**src/rtl/load_store_unit.sv**
```systemverilog
// Load/store unit between the core's data-memory port and a variable-latency
// data memory: decodes and checks one access at a time, drives byte lanes, formats load data.
module load_store_unit #(
    parameter int unsigned TIMEOUT_CYCLES = 255
) (
    input  logic        clk,
    input  logic        rst,
    input  logic        lsu_req_valid,
    output logic        lsu_req_ready,
    input  logic        lsu_is_store,
    input  logic [2:0]  lsu_funct3,
    input  logic [31:0] lsu_addr,
    input  logic [31:0] lsu_wdata,
    output logic        lsu_resp_valid,
    output logic [31:0] lsu_rdata,
    output logic [1:0]  lsu_err,
    output logic        mem_req,
    output logic        mem_we,
    output logic [31:0] mem_addr,
    output logic [3:0]  mem_wstrb,
    output logic [31:0] mem_wdata,
    input  logic        mem_ack,
    input  logic [31:0] mem_rdata
);

    typedef enum logic [1:0] {
        S_IDLE,
        S_REQ,
        S_RESP
    } state_t;

    localparam logic [1:0] ERR_OK       = 2'b00;
    localparam logic [1:0] ERR_MISALIGN = 2'b01;
    localparam logic [1:0] ERR_ILLEGAL  = 2'b10;
    localparam logic [1:0] ERR_TIMEOUT  = 2'b11;
    localparam logic [7:0] TMO_LAST     = 8'(TIMEOUT_CYCLES - 1);

    state_t      r_state;
    logic [7:0]  r_cnt;
    logic [2:0]  r_funct3;
    logic        r_is_store;
    logic [1:0]  r_addr_lo;

    logic        w_illegal;
    logic        w_misaligned;
    logic [3:0]  w_st_wstrb;
    logic [31:0] w_st_wdata;
    logic [7:0]  w_lane [4];
    logic [7:0]  w_byte;
    logic [15:0] w_half;
    logic [31:0] w_ld_data;

    assign lsu_req_ready = (r_state == S_IDLE) && !rst;

    // Request decode on the live inputs; only consulted in IDLE at accept.
    always_comb begin
        w_illegal    = 1'b0;
        w_misaligned = 1'b0;
        if (lsu_is_store) begin
            w_illegal = (lsu_funct3 >= 3'd3);
        end else begin
            w_illegal = (lsu_funct3 == 3'd3) || (lsu_funct3 == 3'd6) || (lsu_funct3 == 3'd7);
        end
        if (lsu_funct3[1:0] == 2'b01) begin
            w_misaligned = lsu_addr[0];
        end else if (lsu_funct3[1:0] == 2'b10) begin
            w_misaligned = (lsu_addr[1:0] != 2'b00);
        end
    end

    always_comb begin
        w_st_wstrb = 4'b0000;
        w_st_wdata = 32'h0;
        if (lsu_is_store) begin
            case (lsu_funct3[1:0])
                2'b00: begin
                    w_st_wstrb = 4'b0001 << lsu_addr[1:0];
                    w_st_wdata = {4{lsu_wdata[7:0]}};
                end
                2'b01: begin
                    w_st_wstrb = lsu_addr[1] ? 4'b1100 : 4'b0011;
                    w_st_wdata = {2{lsu_wdata[15:0]}};
                end
                default: begin
                    w_st_wstrb = 4'b1111;
                    w_st_wdata = lsu_wdata;
                end
            endcase
        end
    end

    genvar gi;
    generate
        for (gi = 0; gi < 4; gi++) begin : g_lane
            assign w_lane[gi] = mem_rdata[8*gi +: 8];
        end
    endgenerate

    assign w_byte = w_lane[r_addr_lo];
    assign w_half = r_addr_lo[1] ? mem_rdata[31:16] : mem_rdata[15:0];

    // Loads are formatted straight off mem_rdata in the ack cycle.
    always_comb begin
        w_ld_data = 32'h0;
        if (!r_is_store) begin
            case (r_funct3)
                3'b000:  w_ld_data = {{24{w_byte[7]}}, w_byte};
                3'b100:  w_ld_data = {24'h0, w_byte};
                3'b001:  w_ld_data = {{16{w_half[15]}}, w_half};
                3'b101:  w_ld_data = {16'h0, w_half};
                3'b010:  w_ld_data = mem_rdata;
                default: w_ld_data = 32'h0;
            endcase
        end
    end

    always_ff @(posedge clk) begin
        if (rst) begin
            r_state        <= S_IDLE;
            r_cnt          <= 8'd0;
            r_funct3       <= 3'd0;
            r_is_store     <= 1'b0;
            r_addr_lo      <= 2'b00;
            lsu_resp_valid <= 1'b0;
            lsu_rdata      <= 32'h0;
            lsu_err        <= ERR_OK;
            mem_req        <= 1'b0;
            mem_we         <= 1'b0;
            mem_addr       <= 32'h0;
            mem_wstrb      <= 4'b0000;
            mem_wdata      <= 32'h0;
        end else begin
            case (r_state)
                S_IDLE: begin
                    lsu_resp_valid <= 1'b0;
                    if (lsu_req_valid) begin
                        r_funct3   <= lsu_funct3;
                        r_is_store <= lsu_is_store;
                        r_addr_lo  <= lsu_addr[1:0];
                        r_cnt      <= 8'd0;
                        if (w_illegal || w_misaligned) begin
                            r_state        <= S_RESP;
                            lsu_resp_valid <= 1'b1;
                            lsu_rdata      <= 32'h0;
                            lsu_err        <= w_illegal ? ERR_ILLEGAL : ERR_MISALIGN;
                        end else begin
                            r_state   <= S_REQ;
                            mem_req   <= 1'b1;
                            mem_we    <= lsu_is_store;
                            mem_addr  <= {lsu_addr[31:2], 2'b00};
                            mem_wstrb <= w_st_wstrb;
                            mem_wdata <= w_st_wdata;
                        end
                    end
                end
                S_REQ: begin
                    if (mem_ack) begin
                        r_state        <= S_RESP;
                        mem_req        <= 1'b0;
                        lsu_resp_valid <= 1'b1;
                        lsu_rdata      <= w_ld_data;
                        lsu_err        <= ERR_OK;
                    end else if (r_cnt == TMO_LAST) begin
                        r_state        <= S_RESP;
                        mem_req        <= 1'b0;
                        lsu_resp_valid <= 1'b1;
                        lsu_rdata      <= 32'h0;
                        lsu_err        <= ERR_TIMEOUT;
                    end else begin
                        r_cnt <= r_cnt + 8'd1;
                    end
                end
                S_RESP: begin
                    lsu_resp_valid <= 1'b0;
                    r_state        <= S_IDLE;
                end
                default: begin
                    lsu_resp_valid <= 1'b0;
                    mem_req        <= 1'b0;
                    r_state        <= S_IDLE;
                end
            endcase
        end
    end

endmodule

```
**config.mk**
```make
export PLATFORM = sky130hd
export DESIGN_NAME = load_store_unit
export DESIGN_NICKNAME = d
export VERILOG_FILES = /design/src/rtl/load_store_unit.sv
export SDC_FILE = /design/constraint.sdc
export NUM_CORES = 1
export LEC_CHECK = 0
export BUFFER_PORTS_ARGS = -buffer_cell sky130_fd_sc_hd__buf_2
export CAP_MARGIN = 20
export CORE_ASPECT_RATIO = 1.5
export CORE_MARGIN = 8
export CORE_UTILIZATION = 23
export DETAILED_ROUTE_END_ITERATION = 8
export GPL_TIMING_DRIVEN = 0
export SYNTH_ARGS = -nofsm -noshare
export SYNTH_HDL_FRONTEND = slang
export SYNTH_SLANG_ARGS = --single-unit
```
**constraint.sdc**
```tcl
create_clock -name clk -period 1.5 [get_ports clk]
set_input_delay 0.075 -clock clk [delete_from_list [all_inputs] [get_ports clk]]
set_output_delay 0.075 -clock clk [all_outputs]
set_load 0.05 [all_outputs]
```
==> parameters.txt <==
Parameter                              Value

Clock tree
  Clock-pin transition on the worst setup and hold timing paths ... about 0.06 ns
  Maximum root-to-sink buffer count ... 2
  CTS Root Cell ... clkbuf_16
  TritonCTS clock tree ... built
  Total clock buffers created by CTS ... 17
  H-tree depth ... 4
  Later-pin clock latency in the skew report ... between 0.4 and 0.5 ns
  Num Clock Sinks ... 119

Hold path
  Sink of the worst hold path ... mem_wdata[21]
  Min-Delay Path Class ... in2reg
  Worst hold start ... lsu_wdata[21]
  Min-Delay Path Depth ... 4

Setup path
  Crit-path max cell delay ... just over 0.5 ns
  Series of cell instances along the critical path ... mux4_2 -> nor4b_4 -> buf_12 -> a221oi_2 -> o2bb2ai_2
  Setup slack of the worst register-to-register path ... -0.12 ns
  Endpoint of the lowest-slack register-to-register path ... lsu_rdata[15]
  Type of element capturing the critical path ... flop
  Max Fanout on Critical Path ... 8
  Required time of the worst setup path ... around 1.8 ns
  Type of the worst setup path ... reg2reg
  Startpoint of the lowest-slack register-to-register path ... r_addr_lo[1]
  Cells on worst reg2reg path ... 5
  Data arrival time of the worst path ... roughly 1.9 ns
  Kind of start point of the critical path ... flop
  Cell at the slowest stage of the critical path ... mux4_2

Pwr
  PD cells ... between 900 and 1000 nW/um2
  Leakage power figure ... roughly 4 nW
  Worst VDD drop ... ~0.00063 V

Routing
  # DRC ... 0
  Routed vias ... 5794
  Pre-Repair DR Iteration Count ... 5
  Number of vias per cell after detailed routing ... between 4 and 5
  Iter 0 DRT Violations ... ~200
  Post-detailed-route count of antenna-violating nets ... 0
  Total wire length after detailed routing ... between 20000 and 25000 um
  Avg WL per Cell ... 19.2 um

Global route
  Pin count of the biggest net entering global routing ... 17
  Overall global routing resource usage ... between 15 and 20%
  Antenna violations before repair ... 3
  Global-route wire length before repair ... 34300 um
  Number of global-route vias before repair ... 6114
  Total gr overflow ... 0

STA
  Final setup TNS ... -4.09 ns
  Final clock skew ... between 0.01 and 0.015 ns
  Fmax ... 617 MHz
  Final-layout worst hold slack ... 0.0376 ns
  Period Utilization, post-route ... 108%
  Final hold violation count ... 0
  Setup violators final ... 75
  Unrepaired setup endpoints after global routing ... yes
  Max-slew violation count ... 0
  Least setup slack across all paths after layout ... -0.119 ns
  Transition time at the pin with the least slew margin ... slightly below 0.8 ns
  Normalized max-slew margin ... approximately 49%
  Final worst path period need ... ~1.6 ns

Floorplan
  Number of core rows ... between 60 and 70
  Core region area ... 22900 um2
  Number of top-level pins ... 210
  Effective utilization at floorplan ... 23.3%
  Area enclosed by the die boundary ... 28400 um2
  Die width ... approximately 140 um
  Die Y ... between 200 and 250 um

Placement
  # placed instances ... between 1k and 1.5k
  Detailed Place HPWL ... around 15000 um
  Number of buffer cells added on primary ports ... a little over 200
  Final weighted congestion of routability-driven global placement ... between 0.7 and 0.8

Final layout
  Fraction of final layout cells sized beyond drive strength 1 ... between 50 and 60%
  Final-stage net count ... slightly above 1k
  Area added between synthesis and finish ... 80.0%
  Number of cells in the finished layout apart from fillers ... around 1.2k
  Final cell utilization of the core ... between 40% and 50%

Logic synthesis
  Yosys warning total ... 0
  Largest area contributor in the synthesized netlist ... dfxtp_1
  Fraction of post-synthesis cell area in the top cell type by area ... 44.8%
  Async S/R FF share, synth ... 0%
  Number of cells produced by synthesis ... approximately 570
  Post-synth EDFFs ... 0
  Most used flip-flop cell after synthesis ... dfxtp_1
  Synthesized area divided by synthesized cell count ... approximately 9.4 um2
  Combined area of all synthesized cells ... between 5000 and 6000 um2
  Register area share after synthesis ... 44.8%
  Count of different cell masters after synthesis ... 53
  Flip-flop and latch count after synthesis ... approximately 120
  Largest cells by area after synthesis ... dfxtp_1 45%, nand2_1 6.2%, mux2_2 5.5%, o2bb2ai_1 5.3%, a21oi_1 4.8%

Outcome
  Failing checks ... setup timing
  Run status ... finished with violations

Job
  Max Cap Violations ... 0
## Yosys cell counts, drive strengths merged (2+ instances only)
library cell,number
dfxtp,119
nand2,88
a21oi,53
a22oi,50
nor2,44
o2bb2ai,32
clkbuf,27
mux2,26
buf,22
o21ai,15
mux2i,13
a221oi,10
nand2b,8
a222oi,7
inv,4
nand3,4
nor2b,4
nor3,3
nor3b,3
or3,3
or4,3
a21o,2
and3,2
ha,2
nand4,2
nand4bb,2
nor4b,2
o211ai,2
o21bai,2
or3b,2
## placed cells by master (no fill, tap or decap), drive strengths merged, types with 4 or more instances in the layout
cell | netlist | routed
buf | 22 | 274
mux2i | 13 | 13
clkinv | 0 | 7
dfxtp | 119 | 119
clkbuf | 27 | 46
nand3 | 4 | 4
a222oi | 7 | 7
dlygate4sd3 | 0 | 69
o2bb2ai | 32 | 32
nor2 | 44 | 44
mux2 | 26 | 26
nand2b | 8 | 8
nand2 | 88 | 88
o21ai | 15 | 15
nor2b | 4 | 4
a22oi | 50 | 50
a21oi | 53 | 53
a221oi | 10 | 10
inv | 4 | 4
## repair_timing
action                                  CTS  global route
hold endpoints to repair                 68             0
buffers inserted                         36             9
endpoints found under the setup margin  110           111
pin swaps                                43            80
gates cloned                              9             2
gates resized for setup                 118           153
hold buffers                             69             0
## power breakdown
group	internal [W]	leakage [nW]	total (W)	switching [W]
Combinational	0.000948	2.88	0.00220	0.00125
Clock	0.00235	0.270	0.00383	0.00148
Sequential	0.00326	0.970	0.00334	0.0000794
## registers in the layout, summed over array words and instances, names as in the netlist
signal	count
r_addr_lo	2
lsu_rdata	32
lsu_err	2
r_cnt	8
r_is_store	1
r_state	2
mem_wdata	32
mem_we	1
mem_req	1
r_funct3	3
mem_addr	30
lsu_resp_valid	1
mem_wstrb	4
## metal layers
metal / global-route usage (%) / vias to the layer above / part of all wire [%]
met1: 16.0 / 2747 / 38
li1: - / 2765 / -
met4: 8.06 / 2 / 3.1
met2: 27.6 / 234 / 53
met3: 4.58 / 46 / 6.3
met5: 0 / - / 0.056
## cell type report
| class | count | area, um2 |
|---|---|---|
| diodes | 2 | 5.00 |
| plain buffers | 42 | 388 |
| clock buffers | 23 | 468 |
| clock inverters | 9 | 76.3 |
| fillers | 2172 | 13300 |
| inverters | 4 | 15.0 |
| multi-input cells | 396 | 3570 |
| flip-flops and latches | 119 | 2400 |
| well taps | 280 | 350 |
| repair buffers | 324 | 2310 |
## worst max-delay path, delay by kind of cell, from the launching register on
| kind | cells | cell delay, ns |
|---|---|---|
| AO/OA/AOI/OAI | 2 | 0.31 |
| flip-flops | 1 | 0.38 |
| multiplexers | 1 | 0.51 |
| buffers and inverters | 1 | 0.16 |
| AND/OR/NAND/NOR | 1 | 0.15 |
## how the worst max path moves through the flow
stage	endpoint	slack [ns]	depth (start not counted)	start
floorplan	r_cnt[1]	-0.008	5	r_state[0]
global placement	lsu_req_ready	-0.51	5	rst
detailed placement	lsu_req_ready	-0.49	5	rst
CTS	mem_addr[14]	-0.11	8	r_state[1]
global route	lsu_rdata[15]	-0.15	5	r_addr_lo[1]
finish	lsu_rdata[15]	-0.12	5	r_addr_lo[1]
## logic make-up after synthesis
| group | after synthesis | synth area share [%] |
|---|---|---|
| other | 1 | 0.0705 |
| and+or+nand+nor | 172 | 15.2 |
| AOI/OAI and AO/OA | 179 | 25.9 |
| xor gates and xnor gates | 1 | 0.165 |
| buffers and inverters | 53 | 5.08 |
| muxes | 40 | 8.37 |
| adders and majority gates | 2 | 0.470 |
| DFF | 119 | 44.8 |
## stage by stage
| step | total power (W) | cell area (um2) | worst slack [ns] |
|---|---|---|---|
| detailed placement | 0.00489 | 6800 | -0.487 |
| global placement | 0.00488 | 6800 | -0.514 |
| CTS | 0.00925 | 8890 | -0.113 |
| global route | 0.00975 | 9580 | -0.152 |
| finish | 0.00937 | 9580 | -0.119 |
| floorplan | 0.00439 | 5420 | -0.00806 |
Note: power is estimated with default switching activity, not from simulation.
